### config.mk
export PLATFORM = sky130hd
export DESIGN_NAME = siso_loop_ctrl
export DESIGN_NICKNAME = d
export VERILOG_FILES = /design/src/rtl/siso_loop_ctrl_pkg.sv /design/src/rtl/siso_loop_ctrl.sv
export SDC_FILE = /design/constraint.sdc
export NUM_CORES = 1
export LEC_CHECK = 0
export ABC_AREA = 1
export CORE_AREA = 4 4 71 80
export CTS_CLUSTER_DIAMETER = 30
export DETAILED_ROUTE_END_ITERATION = 10
export DIE_AREA = 0 0 75 84
export PLACE_DENSITY = 0.69
export RECOVER_POWER = 50
export SLEW_MARGIN = 20
export SYNTH_ARGS = -nofsm -noshare
export SYNTH_HDL_FRONTEND = slang
export SYNTH_SLANG_ARGS = --single-unit
### constraint.sdc
create_clock -name clk -period 1.5 [get_ports clk]
set_input_delay 0.225 -clock clk [delete_from_list [all_inputs] [get_ports clk]]
set_output_delay 0.225 -clock clk [all_outputs]
set_load 0.1 [all_outputs]
### src/rtl/siso_loop_ctrl_pkg.sv
// Shared definitions for the serial-in/serial-out chain sequencer.
package siso_loop_ctrl_pkg;

    typedef enum logic [1:0] {
        ST_IDLE  = 2'd0,
        ST_SHIFT = 2'd1,
        ST_OUT   = 2'd2
    } state_t;

    // Default word width and chain latency (4 storage stages + registered so).
    localparam int W_DEF   = 4;
    localparam int LAT_DEF = 5;

    // Mismatch counter width and its saturation value.
    localparam int ERR_W = 8;
    localparam logic [ERR_W-1:0] ERR_MAX = '1;

endpackage

### src/rtl/siso_loop_ctrl.sv
// Loopback sequencer for a serial shift chain: serializes a parallel word
// LSB-first with a shift enable, flushes the chain with zeros, recaptures the
// emerging bits and returns the recovered word with a mismatch flag.
//
// Handshakes: a transfer happens on a rising edge where valid and ready are
// both high. in_ready is high only in IDLE; out_valid stays high with
// out_data/out_err stable until the edge where out_ready is seen.
module siso_loop_ctrl
    import siso_loop_ctrl_pkg::*;
#(
    parameter int W   = W_DEF,
    parameter int LAT = LAT_DEF
) (
    input  logic             clk,
    input  logic             rst,
    input  logic             in_valid,
    output logic             in_ready,
    input  logic [W-1:0]     in_data,
    output logic             sr_si,
    output logic             sr_en,
    input  logic             so_in,
    output logic             out_valid,
    input  logic             out_ready,
    output logic [W-1:0]     out_data,
    output logic             out_err,
    output logic [ERR_W-1:0] err_cnt,
    output logic             busy,
    output logic [1:0]       fsm_state
);

    // Counter spans SHIFT cycles 0 .. W+LAT-1.
    localparam int CW = ((W + LAT) > 1) ? $clog2(W + LAT) : 1;
    localparam logic [CW-1:0] LAST = CW'(W + LAT - 1);

    state_t        state_q;
    state_t        state_d;
    logic [W-1:0]  tx_reg;
    logic [W-1:0]  rx_reg;
    logic [CW-1:0] cnt;

    logic [W-1:0]  rx_final;
    logic [CW-1:0] cnt_nxt;
    logic          nxt_bit;
    logic          mismatch;

    assign in_ready  = (state_q == ST_IDLE);
    assign busy      = (state_q != ST_IDLE);
    assign fsm_state = state_q;

    // State register.
    always_ff @(posedge clk or negedge rst) begin
        if (!rst) begin
            state_q <= ST_IDLE;
        end else begin
            state_q <= state_d;
        end
    end

    // Next-state decode.
    always_comb begin
        state_d = state_q;
        case (state_q)
            ST_IDLE:  if (in_valid)      state_d = ST_SHIFT;
            ST_SHIFT: if (cnt == LAST)   state_d = ST_OUT;
            ST_OUT:   if (out_ready)     state_d = ST_IDLE;
            default:                     state_d = ST_IDLE;
        endcase
    end

    // Capture view including the bit sampled on this edge, and the bit to
    // drive in the following SHIFT cycle (zero once the word is exhausted).
    always_comb begin
        rx_final = rx_reg;
        for (int i = 0; i < W; i++) begin
            if (cnt == CW'(i + LAT)) rx_final[i] = so_in;
        end
        cnt_nxt = cnt + 1'b1;
        nxt_bit = 1'b0;
        for (int i = 0; i < W; i++) begin
            if (cnt_nxt == CW'(i)) nxt_bit = tx_reg[i];
        end
        mismatch = (rx_final != tx_reg);
    end

    // Datapath and registered outputs.
    always_ff @(posedge clk or negedge rst) begin
        if (!rst) begin
            tx_reg    <= '0;
            rx_reg    <= '0;
            cnt       <= '0;
            sr_en     <= 1'b0;
            sr_si     <= 1'b0;
            out_valid <= 1'b0;
            out_data  <= '0;
            out_err   <= 1'b0;
            err_cnt   <= '0;
        end else begin
            case (state_q)
                ST_IDLE: begin
                    if (in_valid) begin
                        tx_reg <= in_data;
                        rx_reg <= '0;
                        cnt    <= '0;
                        sr_en  <= 1'b1;
                        sr_si  <= in_data[0];
                    end
                end
                ST_SHIFT: begin
                    rx_reg <= rx_final;
                    if (cnt == LAST) begin
                        sr_en     <= 1'b0;
                        sr_si     <= 1'b0;
                        out_valid <= 1'b1;
                        out_data  <= rx_final;
                        out_err   <= mismatch;
                        if (mismatch && (err_cnt != ERR_MAX)) begin
                            err_cnt <= err_cnt + 1'b1;
                        end
                    end else begin
                        cnt   <= cnt_nxt;
                        sr_si <= nxt_bit;
                    end
                end
                ST_OUT: begin
                    if (out_ready) out_valid <= 1'b0;
                end
                default: begin
                    out_valid <= 1'b0;
                end
            endcase
        end
    end

endmodule
# ---- Yosys cells after proc, flatten, opt, wreduce, memory -nomap -nowiden
# Cells that the tools add are included.
dict set report word_totals {
  reg_bits 30
  out_inout_bits 20
  inputBits 9
}
dict set report op_classes {
  n_bitwise 1
  n_addsub 2
  n_eq_ne 15
  n_mux 25
  n_reduce_logical 13
}
# op n
set ops {}
lappend ops {{one-hot mux 4 bit (2 select lines)} 2}
lappend ops {{AND reduction 3 bit} 5}
lappend ops {{2-to-1 mux 1 bit} 14}
lappend ops {{equality test 4 x 3 -> 1 bit, second input constant} 3}
lappend ops {{adder 8 x 1 -> 8 bit, second input constant} 1}
lappend ops {{equality test 4 x 2 -> 1 bit, second input constant} 2}
lappend ops {{2-to-1 mux 4 bit} 2}
lappend ops {{!= test 2 bit, second input constant} 4}
lappend ops {{!= test 8 bit, second input constant} 1}
lappend ops {{2-to-1 mux 2 bit} 3}
lappend ops {{one-hot mux 2 bit (3 select lines)} 1}
lappend ops {{AND reduction 2 bit} 3}
lappend ops {{adder 4 x 1 -> 4 bit, second input constant} 1}
lappend ops {{equality test 4 x 1 -> 1 bit, second input constant} 1}
lappend ops {{equality test 4 bit, second input constant} 1}
lappend ops {{zero test 4 bit} 1}
lappend ops {{!= test 4 bit} 1}
lappend ops {{one-hot mux 1 bit (2 select lines)} 2}
lappend ops {{nonzero test 2 bit} 2}
lappend ops {{one-hot mux 1 bit (3 select lines)} 1}
lappend ops {{equality test 2 x 1 -> 1 bit, second input constant} 1}
lappend ops {{equality test 2 bit, second input constant} 1}
lappend ops {{zero test 2 bit} 1}
lappend ops {{logical AND 1 bit} 1}
lappend ops {{NOT 1 bit} 1}

# ---- Longest topological paths before layout
dict set report logic_depth {
  depth_word 8
  ltp_mapped 13
}

# ---- Worst setup path before layout
# No wires, ideal clock.
dict set report synth_timing {
  path_kind {reg-to-output}
  startpoint {register state_q[1] (netlist: fsm_state[1])}
  endpoint {output busy}
  setup_slack_ns -1.248
  path_stages_with_launch 3
  required_time_ns 1.275
  arrival_time_ns 2.523
  path_buffers 0
  cell_sequence {dfrtp_1 nor2_2 inv_1}
}
dict set report synth_between {
  elab_chain_len 1
}
# item line
set synth_lines {}
lappend synth_lines {{from (decl)} siso_loop_ctrl.sv:35} ;# state_t state_q;
lappend synth_lines {{from (signal assigned)} siso_loop_ctrl.sv:55} ;# state_q <= state_d;
lappend synth_lines {{nonzero test 2 bit} siso_loop_ctrl.sv:47} ;# assign busy = (state_q != ST_IDLE);
lappend synth_lines {{to (decl)} siso_loop_ctrl.sv:27} ;# output logic busy,
# No other way between the ends.

# ---- Worst setup path in the final report
dict set report layout_timing {
  startpoint {register cnt[0]}
  endpoint {register err_cnt[7]}
}
dict set report layout_between {
  elab_chain_len 5
  elab_cells_between_ends 11
  cone_classes {eq/ne: 5; mux: 4; reduce/logical: 2}
}
# item line
set layout_lines {}
lappend layout_lines {{from (decl)} siso_loop_ctrl.sv:39} ;# logic [CW-1:0] cnt;
lappend layout_lines {{from (signal assigned)} siso_loop_ctrl.sv:120} ;# cnt <= cnt_nxt;
lappend layout_lines {{equality test 4 x 3 -> 1 bit / equality test 4 bit (equally long branches)} {siso_loop_ctrl.sv:75, siso_loop_ctrl.sv:110}}
lappend layout_lines {{2-to-1 mux 1 bit} siso_loop_ctrl.sv:75} ;# if (cnt == CW'(i + LAT)) rx_final[i] = so_in;
lappend layout_lines {{!= test 4 bit} siso_loop_ctrl.sv:82} ;# mismatch = (rx_final != tx_reg);
lappend layout_lines {{logical AND 1 bit} siso_loop_ctrl.sv:116} ;# if (mismatch && (err_cnt != ERR_MAX)) begin
lappend layout_lines {{AND reduction 3 bit (no source line) *} n/a}
lappend layout_lines {{to (signal assigned)} siso_loop_ctrl.sv:117} ;# err_cnt <= err_cnt + 1'b1;
lappend layout_lines {{to (decl)} siso_loop_ctrl.sv:26} ;# output logic [ERR_W-1:0] err_cnt,
# Mark *: on every way between the ends. The rest lies on a longest branch, timed or not.
# A chain may end at the register's enable or synchronous reset.

==> impl_metrics.json <==
{
  "synthAdderAreaFrac_pct": 4.48,
  "die_area_mm2": 0.00630,
  "gp_congestion": 0.878,
  "whs_endpoint": "tx_reg[3]",
  "power_density_mw_per_mm2": 2350,
  "drv_slew": 0,
  "ant_nets": 0,
  "synth_area_mm2": 0.00168,
  "violations": "setup timing",
  "nFillCells": 443,
  "wirelength_um": 3830,
  "relSlewSlack_pct": 50.2,
  "grt_usage_pct": 13.4,
  "syn_inst": 201,
  "leakagePower_nw": 1.17,
  "top_register": "err_cnt",
  "startpoint": "cnt[0]",
  "synth_compound_area_share_pct": 7.16,
  "ys_seq_elements": 30,
  "worst_pin_slew_ps": 747,
  "core-area_mm2": 0.00490,
  "start_util_pct": 34.2,
  "vias": 1522,
  "overflow": 0,
  "dieWidth_um": 75,
  "critPathSlowestCell": "dfrtp_2",
  "finalPower_w": 0.00600,
  "ys_warn_count": 0,
  "period_needed_ps": 1640,
  "path_common_cell": "nand2_1",
  "ctsHtreeMaxLevel": 2,
  "portBuffers": 28,
  "final_nets": 272,
  "die_height_um": 84,
  "hold_viol": 0,
  "run_status": "finished, violations left",
  "worst-path-max-fanout": 8,
  "path_class": "flop to flop",
  "drv_cap": 0,
  "drive_gt1_share_pct": 38.0,
  "antenna_cells": 0,
  "rr_startpoint": "cnt[0]",
  "viasPerCell": 4.82,
  "setup_ws_ps": -140,
  "largest_reg_flops": 8,
  "grt_pass1_vias": 1511,
  "clk_path_buf_depth": 2,
  "cts_tree": "yes",
  "grt_max_degree": 31,
  "rows": 27,
  "area_growth_pct": 52.0,
  "cts.sinks": 30,
  "finalSetupViolCount": 9,
  "avgSynthCellArea_um2": 8.34,
  "crit_path_end_kind": "flop",
  "cp_cell_sequence": "inv_2 > ha_2 > nand3_2 > nand2_1 > nand3_1 > nand2_1 > nand2_1 > inv_2 > nand2_4 > nand3_4 > nand2_1 > nand2_1",
  "rrSetupSlack_ps": -140,
  "synth_top_family_by_area": "simple AND/OR/NAND/NOR gates",
  "grt_pass1_wl_um": 6650,
  "dr.pass1.iters": 4,
  "hpwlAfterDp_um": 2920,
  "io_pins": 29,
  "wl_per_cell_um": 12.1,
  "r2r_cells": 12,
  "dp_cells": 301,
  "synth_mux_area_share_pct": 0,
  "synth_simple_gate_area_share_pct": 32.1,
  "synthesis.nets": 216,
  "ir_drop_mv": 1.14,
  "stdcell_count": 316,
  "cts.clk_slew.worst_paths_ps": 60,
  "yosysUniqueCellTypes": 25,
  "final_util_pct": 52.0,
  "holdPathStages": 3,
  "rsz0062_at_grt": "yes",
  "slowest_delay_ps": 440,
  "cts_root_buf": "clkbuf_8",
  "clock_skew_ps": 11.1,
  "worst_r2r_endpoint": "err_cnt[7]",
  "antenna_found_initial": 0,
  "maxClockFrequency_ghz": 0.610,
  "seq_area_frac_synth_pct": 44.8,
  "numCtsBuffers": 5,
  "cp.arrival_ps": 1860,
  "drtIter0Drc": 81,
  "pre_cts_ws_ps": -226,
  "route.detailed.drc": 0,
  "worstHoldStart": "in_data[3]",
  "insertion_delay_ps": 280,
  "cp.required_ps": 1720,
  "synth_xor_area_share_pct": 4.18,
  "hp-class": "primary input to flop",
  "cp-start-kind": "flop",
  "timing.final.crit_share_pct": 109
}
-- per-stage QoR --
step                hold WS, ps  TNS (ps)  instance area, µm²
finish                      474     -1080                2550
CTS                         346     -1240                2550
detailed placement          532     -1890                2410
global route                495     -2400                2550
global placement            503     -1700                2410
floorplan                 -70.6     -5910                1760
-- worst max-delay path by stage --
stage                            end  slack [ps]  cells after the start
after global routing      err_cnt[6]        -280                     13
final                     err_cnt[7]        -140                     12
after floorplan                 busy        -590                      2
after detailed placement  err_cnt[7]        -230                     11
after global placement    err_cnt[6]        -210                     11
after CTS                 err_cnt[5]        -150                     13
-- cell usage in the layout (no fill, tap or decap), drive strengths merged --
master         instances
xor2                   4
nand4                 14
nor2                  11
clkbuf                11
dlygate4sd3            1
nand2                 62
a21oi                  2
a2bb2oi                1
nand3                 18
ha                     6
buf                   41
inv                   23
nor3                   1
clkdlybuf4s50          7
nand3b                 2
clkinvlp               1
o21ai                 14
dfrtp                 30
o22ai                  5
xnor2                  4
-- cell families after synthesis --
| group | count (synthesis) |
|---|---|
| xor gates and xnor gates | 8 |
| buffers and inverters | 28 |
| DFF | 30 |
| AOI/OAI and AO/OA | 22 |
| and+or+nand+nor | 107 |
| adders and majority gates | 6 |
-- routing by layer --
layer	track usage, %	wire length, µm	vias up
li1	-	-	779
met5	0	0	-
met1	15.1	1640	706
met2	23.6	1970	30
met4	4.37	59	0
met3	3.73	163	7
-- worst max-delay path, delay by kind of cell (launching register included) --
kind                     cells  cell delay (ps)
adder cells (fa/ha/maj)      1              240
AND/OR/NAND/NOR              9              730
flip-flops                   1              440
buffers and inverters        2              180
-- cell type report --
type	count	area (µm²)	share of cell area (%)
well taps	58	72.6	2.85
multi-input cells	144	880	34.5
clock buffers	8	90.1	3.53
inverters	24	96.3	3.78
flip-flops and latches	30	782	30.7
repair buffers	52	628	24.6
-- Yosys cell counts --
| cell type | count | share of area [%] |
|---|---|---|
| inv_1 | 18 | 4.0 |
| a21oi_1 | 2 | 0.60 |
| ha_1 | 6 | 4.5 |
| nand2_2 | 4 | 1.5 |
| nor2_2 | 2 | 0.75 |
| nor2_4 | 2 | 1.3 |
| o21ai_1 | 3 | 0.90 |
| buf_2 | 2 | 0.60 |
| xnor2_1 | 4 | 2.1 |
| inv_2 | 6 | 1.3 |
| buf_6 | 2 | 1.3 |
| nand4_1 | 14 | 5.2 |
| nand3_2 | 4 | 2.4 |
| nor2_1 | 7 | 1.6 |
| a2bb2oi_1 | 1 | 0.52 |
| o21ai_0 | 11 | 3.3 |
| o22ai_1 | 5 | 1.9 |
| nand2_1 | 56 | 13 |
| nand3_4 | 1 | 1.0 |
| xor2_1 | 4 | 2.1 |
| nor3_1 | 1 | 0.30 |
| dfrtp_1 | 30 | 45 |
| nand2_4 | 1 | 0.67 |
| nand3b_1 | 2 | 0.90 |
| nand3_1 | 13 | 3.9 |
-- power breakdown --
group	switching, W	internal [W]	total (W)
sequential	0.000302	0.00113	0.00144
clock	0.000290	0.000373	0.000664
combinational	0.00248	0.00142	0.00390
total	0.00308	0.00293	0.00600
-- what timing repair did --
item,CTS,global route
resized for setup,3,8
pin swaps,7,1
setup endpoints to repair,12,16
buffers inserted,6,1
hold buffers,0,0
gates cloned,1,0
Note: power is estimated with default switching activity, not from simulation.
